### src/rtl/enqueue_agent_v0_2.sv
// Enqueue agent: per-packet destination decode, drop/full checks and buffer/PIFO strobe steering.
// Optional statistics counters are built only when ENQ_STATS_EN is defined.
module enqueue_agent_v0_2 #(
  parameter int C_S_AXIS_TUSER_WIDTH = 128,
  parameter int NF_PORT_NUM          = 4,
  parameter int QUEUE_NUM            = 5,
  parameter int DST_POS              = 24,
  parameter int DROP_POS             = 32,
  parameter int MCAST_MODE           = 0,
  parameter int CNT_WIDTH            = 32
) (
  input  logic                            axis_aclk,
  input  logic                            axis_resetn,
  input  logic                            s_axis_tvalid,
  output logic                            s_axis_tready,
  input  logic [C_S_AXIS_TUSER_WIDTH-1:0] s_axis_tuser,
  input  logic                            s_axis_tlast,
  input  logic                            s_axis_tpifo_valid,
  input  logic [QUEUE_NUM-1:0]            s_axis_buffer_almost_full,
  input  logic [QUEUE_NUM-1:0]            s_axis_pifo_full,
  output logic [QUEUE_NUM-1:0]            m_axis_ctl_pifo_in_en,
  output logic [QUEUE_NUM-1:0]            m_axis_ctl_buffer_wr_en,
  output logic [CNT_WIDTH-1:0]            stat_enq_pkts,
  output logic [CNT_WIDTH-1:0]            stat_drop_pkts
);

  typedef enum logic [1:0] {IDLE, ENQ, DROP} state_t;

  state_t               state_q, state_d;
  logic [QUEUE_NUM-1:0] mask_q, mask_d;
  logic                 sop_q, sop_d;
  logic [QUEUE_NUM-1:0] dst, ok;
  logic                 drop;
  logic                 unused_tuser;

  assign unused_tuser = ^s_axis_tuser;

  // Even bits of dst_port are NF ports, odd bits all map to the CPU/DMA queue.
  always_comb begin
    dst = '0;
    for (int i = 0; i < NF_PORT_NUM; i++) begin
      dst[i]           = s_axis_tuser[DST_POS + 2*i];
      dst[NF_PORT_NUM] = dst[NF_PORT_NUM] | s_axis_tuser[DST_POS + 2*i + 1];
    end
  end

  assign ok = dst & ~s_axis_buffer_almost_full & ~s_axis_pifo_full;

  always_comb begin
    drop = s_axis_tuser[DROP_POS] | ~s_axis_tpifo_valid | (dst == '0);
    if (MCAST_MODE == 0) drop = drop | (ok == '0);
    else                 drop = drop | (ok != dst);
  end

  always_ff @(posedge axis_aclk or negedge axis_resetn) begin
    if (!axis_resetn) begin
      state_q <= IDLE;
      mask_q  <= '0;
      sop_q   <= 1'b0;
    end else begin
      state_q <= state_d;
      mask_q  <= mask_d;
      sop_q   <= sop_d;
    end
  end

  always_comb begin
    state_d = state_q;
    mask_d  = mask_q;
    sop_d   = sop_q;
    case (state_q)
      IDLE: begin
        if (s_axis_tvalid) begin
          if (drop) begin
            state_d = DROP;
          end else begin
            state_d = ENQ;
            mask_d  = ok;
            sop_d   = 1'b1;
          end
        end
      end
      ENQ: begin
        if (s_axis_tvalid) begin
          sop_d = 1'b0;
          if (s_axis_tlast) state_d = IDLE;
        end
      end
      DROP: begin
        if (s_axis_tvalid && s_axis_tlast) state_d = IDLE;
      end
      default: state_d = IDLE;
    endcase
  end

  always_comb begin
    s_axis_tready           = 1'b0;
    m_axis_ctl_buffer_wr_en = '0;
    m_axis_ctl_pifo_in_en   = '0;
    case (state_q)
      ENQ: begin
        s_axis_tready = 1'b1;
        if (s_axis_tvalid) begin
          m_axis_ctl_buffer_wr_en = mask_q;
          if (sop_q) m_axis_ctl_pifo_in_en = mask_q;
        end
      end
      DROP:    s_axis_tready = 1'b1;
      default: s_axis_tready = 1'b0;
    endcase
  end

`ifdef ENQ_STATS_EN
  logic                 enq_done, drop_done;
  logic [CNT_WIDTH-1:0] enq_cnt_q, enq_cnt_d, drop_cnt_q, drop_cnt_d;
  localparam logic [CNT_WIDTH-1:0] CNT_ONE = {{(CNT_WIDTH-1){1'b0}}, 1'b1};

  assign enq_done  = (state_q == ENQ)  && s_axis_tvalid && s_axis_tlast;
  assign drop_done = (state_q == DROP) && s_axis_tvalid && s_axis_tlast;

  // Saturating: hold at all-ones rather than wrap.
  always_comb begin
    enq_cnt_d  = enq_cnt_q;
    drop_cnt_d = drop_cnt_q;
    if (enq_done  && !(&enq_cnt_q))  enq_cnt_d  = enq_cnt_q + CNT_ONE;
    if (drop_done && !(&drop_cnt_q)) drop_cnt_d = drop_cnt_q + CNT_ONE;
  end

  always_ff @(posedge axis_aclk or negedge axis_resetn) begin
    if (!axis_resetn) begin
      enq_cnt_q  <= '0;
      drop_cnt_q <= '0;
    end else begin
      enq_cnt_q  <= enq_cnt_d;
      drop_cnt_q <= drop_cnt_d;
    end
  end

  assign stat_enq_pkts  = enq_cnt_q;
  assign stat_drop_pkts = drop_cnt_q;
`else
  assign stat_enq_pkts  = '0;
  assign stat_drop_pkts = '0;
`endif

endmodule
### config.mk
export PLATFORM = sky130hd
export DESIGN_NAME = enqueue_agent_v0_2
export DESIGN_NICKNAME = d
export VERILOG_FILES = /design/src/rtl/enqueue_agent_v0_2.sv
export SDC_FILE = /design/constraint.sdc
export NUM_CORES = 1
export LEC_CHECK = 0
export CAP_MARGIN = 25
export CORE_AREA = 2 2 85 87
export DETAILED_ROUTE_END_ITERATION = 16
export DIE_AREA = 0 0 87 89
export DONT_BUFFER_PORTS = 1
export GPL_TIMING_DRIVEN = 0
export HOLD_SLACK_MARGIN = 0.03
export PLACE_DENSITY = 0.3
export SLEW_MARGIN = 20
export SYNTH_ARGS = -nofsm -noshare
export SYNTH_HDL_FRONTEND = slang
export SYNTH_SLANG_ARGS = --single-unit
### constraint.sdc
create_clock -name axis_aclk -period 1.6 [get_ports axis_aclk]
set_input_delay 0.48 -clock axis_aclk [delete_from_list [all_inputs] [get_ports axis_aclk]]
set_output_delay 0.48 -clock axis_aclk [all_outputs]
set_load 0.02 [all_outputs]
[Yosys cells after proc, flatten, opt, wreduce, memory -nomap -nowiden]
Cells that the tools add are included.
Word-level totals
  input port bits: 143
  output and inout bits: 75
  flip-flop bits (word level): 8
Cells by class
  reduce and logical (&&, ||, !) cells: 9
  muxes and demuxes: 16
  eq/ne operators: 7
  bitwise operators: 12
Operators with widths (count)
  2-to-1 mux 5 bit: 5
  bitwise AND 5 bit: 2
  logical NOT 5 bit: 2
  2-to-1 mux 2 bit: 5
  inequality test 2 bit, second input constant: 5
  NOT 5 bit: 2
  AND reduction 4 bit: 2
  OR 1 bit: 6
  one-hot mux 2 bit (3 select lines): 1
  2-to-1 mux 1 bit: 4
  AND reduction 3 bit: 1
  == test 2 x 1 -> 1 bit, second input constant: 1
  == test 2 bit, second input constant: 1
  logical NOT 2 bit: 1
  NOT 1 bit: 2
  one-hot mux 1 bit (2 select lines): 1
  nonzero test 2 bit: 1
  OR reduction 2 bit: 1
  logical AND 1 bit: 1

[Depth between registers and ports, before layout]
  depth after elaboration: 10
  mapped depth: 6
  gate-level depth less buffers: 6

[Worst setup path before layout]
No wires, ideal clock.
  kind: input to register
  start point: input s_axis_tuser[26]
  end point: register mask_q[0]
  setup time: 0.128 ns
  path slack: -0.278 ns
  stages: 4
  arrival time: 1.750 ns
  path through: nor3b_1 or4_4 o2111ai_4 mux2_1
Between the ends
  longest elaborated chain between the ends: 6
  elaborated cells between the ends (all ways): 8
Ends and longest elaborated chain
  start, declared: line 16  | input logic [C_S_AXIS_TUSER_WIDTH-1:0] s_axis_tuser,
  bitwise AND 5 bit (2 in a row): line 47  | assign ok = dst & ~s_axis_buffer_almost_full & ~s_axis_pifo_full;
  logical NOT 5 bit: line 51  | if (MCAST_MODE == 0) drop = drop | (ok == '0);
  OR 1 bit *: line 51
  NOT 1 bit (no line) *
  AND reduction 3 bit (no line) *
  end signal, assigned: line 62  | mask_q <= mask_d;
  end, declared: line 30  | logic [QUEUE_NUM-1:0] mask_q, mask_d;
Every way passes the cells marked *; elsewhere a longest branch is shown, timed or not.
A chain may end at the register's enable or synchronous reset.

[Worst setup path after layout]
  start point: register state_q[1]
  end point: output m_axis_ctl_pifo_in_en[3]
Between the ends
  longest elaborated chain between the ends: 2
Ends and longest elaborated chain
  start, declared: line 29  | state_t state_q, state_d;
  start signal, assigned: line 61  | state_q <= state_d;
  == test 2 x 1 -> 1 bit: line 100  | case (state_q)
  2-to-1 mux 5 bit: line 100
  end, declared: line 21  | output logic [QUEUE_NUM-1:0] m_axis_ctl_pifo_in_en,
Every way passes these cells.

==> results.toml <==
[min_path]
hold_depth = 1
holdPathEnd = "mask_q[4]"
hold_class = "register to register"
min_from = "mask_q[4]"

[grt]
grt_pass1_wl_um = 3460
grtUsageTotal_pct = 6.03
grt_pass1_vias = 688
grt_max_degree = 11
antenna_found_initial = 0
grt_overflow = 0

[timing]
rsz0062_at_grt = "true"
finalCriticalPeriod_ns = 1.76
finalSetupViolations = 15
fin_skew_ns = 0.00334
maxSlewViolCount = 0
max_freq_ghz = 0.567
post-route-period-util_pct = 110
hold_violations = 0
fin_ws_ns = -0.162

[yosys]
syn-cell-area_um2 = 1050
ys_async_sr_fraction_pct = 100
ys_seq_area_share_pct = 19.1
ys_types = 27
synth_seq_cells = 8
yosysMostFrequentCell = "buf_4"
synthTopCellsByArea = "buf_4 (46%), dfrtp_1 (19%), and3_1 (6.0%)"
synthCells = 122
ys_top_cells_by_count = "buf_4 (64), and3_1 (10), dfrtp_1 (8)"
synth_top_area_cell = "buf_4"
synth-edff-count = 0
synth_warnings = 0
yosysTopAreaCellShare_pct = 45.8
synth_area_per_cell_um2 = 8.59
synth_ff_type = "dfrtp_1"

[clock_tree]
numCtsBuffers = 3
h-tree-depth = 1
path_clk_slew_ns = 0.04
clockBufferDepth = 2
root_buffer = "clkbuf_8"
cts_tree = "done"
cts.sinks = 8
insertion_delay_ns = 0.23

[flow_run]
drv_cap = 0

[floorplan]
ios = 218
fp.dieW_um = 87
start_util_pct = 15.6
die-height_um = 89
die_area_um2 = 7740
num_rows = 30
core_area_um2 = 6720

[setup_path]
criticalPathCategory = "register to output pin"
cp-end-kind = "output pin"
reg2reg_slack_ns = 0.16
rr_worst_depth = 7
start_kind = "register"
cp.arrival_ns = 1.28
r2r-start = "state_q[0]"
r2r_end = "state_q[0]"
critPathRequiredTime_ns = 1.12
crit_fanout = 6

[route]
drtAntennaViolNets = 0
wl_um = 2490
wire_per_inst_um = 9.01
firstDrtPassIters = 3
via_count = 820
drt-initial-drc-count = 12
drc = 0
viasPerCell = 2.97

[place]
dp_slack_ns = -0.398
dp_cells = 265
gp_congestion = 0.613
dp_hpwl_um = 2100
io_buffers = 0

[final_layout]
syn2layout_area_growth_pct = 51.2
fin_nets = 344
antennaDiodeCount = 0
fillerInstances = 777
drive_gt1_share_pct = 50.5
instances_no_fill = 276

[status]
violations = "negative setup slack"
status = "finished, violations left"

[power]
vdd_ir_drop_max_mv = 0.217
power_per_cell_area_nw_per_um2 = 763
p_leak_nw = 0.917
p_total_w = 0.00121
-- cells by family (layout without fill, tap and decap cells) --
group,Yosys count,count (layout),synth area share [%]
other cells,1,64,0.358
buf+inv,68,79,47.3
fa+ha+maj,3,3,3.58
mux,5,5,5.37
compound gates,10,10,7.88
flops,8,8,19.1
simple gates,27,27,16.5
-- worst max-delay path, cell delays in order (launching register included) --
cell,delay [ns]
dfrtp_1,0.39
inv_2,0.08
ha_4,0.15
and2_4,0.19
and3_4,0.23
-- report_power, final --
group	switching, W	leakage [nW]	total, W	internal [W]
sequential	0.0000513	0.102	0.000310	0.000258
clock	0.0000858	0.0216	0.000249	0.000164
combinational	0.000332	0.793	0.000650	0.000318
total	0.000469	0.917	0.00121	0.000740
-- registers in the layout (all words and copies together), names as in the netlist --
signal   flops
mask_q       5
state_q      2
sop_q        1
-- cell type report --
cell class / count / area, µm² / share of cell area, %
Buffer: 65 / 485 / 30.6
Inverter: 3 / 11.3 / 0.710
Clock buffer: 3 / 41.3 / 2.60
Timing Repair Buffer: 8 / 62.6 / 3.95
Tap cell: 80 / 100 / 6.31
Sequential cell: 8 / 200 / 12.6
Multi-Input combinational cell: 109 / 684 / 43.2
-- repair_timing --
action | CTS | global route
hold buffers | 1 | 0
hold endpoints to repair | 8 | 0
endpoints found under the setup margin | 15 | 16
cloned | 0 | 0
pin swaps | 4 | 3
gates resized for setup | 24 | 0
setup buffers | 6 | 1
-- metal layers --
layer | share of wire (%) | track usage, % | wire length (µm)
met2 | 47 | 10.2 | 1160
met4 | 1.8 | 3.41 | 44
met3 | 13 | 1.39 | 332
met1 | 38 | 7.02 | 947
met5 | 0 | 0 | 0
-- placed cells by master (no fill, tap or decap), drive strengths merged, types with 2 or more instances in the layout --
| cell | n |
|---|---|
| conb | 64 |
| mux2 | 5 |
| ha | 3 |
| clkbuf | 4 |
| nor4 | 2 |
| nor3b | 4 |
| buf | 71 |
| and3 | 10 |
| o21ai | 3 |
| a21oi | 2 |
| nand2 | 4 |
| nor3 | 2 |
| inv | 3 |
| dfrtp | 8 |
-- worst max-delay path by stage --
stage,startpoint,end,cells after the start
after floorplan,s_axis_tuser[26],mask_q[0],4
after global placement,s_axis_tuser[26],mask_q[4],4
after detailed placement,s_axis_tuser[26],mask_q[1],4
after CTS,state_q[1],m_axis_ctl_pifo_in_en[3],4
after global routing,state_q[1],m_axis_ctl_pifo_in_en[3],4
final,state_q[1],m_axis_ctl_pifo_in_en[3],4
-- stage by stage --
step | cell area, µm² | TNS [ns] | util [%] | hold WS [ns]
final | 1590 | -2.00 | 23.6 | 0.540
after global routing | 1590 | -2.61 | 23.6 | 0.561
after CTS | 1580 | -2.22 | 23.5 | 0.543
after detailed placement | 1400 | -3.27 | 20.8 | 0.185
after global placement | 1400 | -3.20 | 20.8 | 0.185
after floorplan | 1290 | -1.39 | - | 0.184
(Power assumes the default switching activity.)
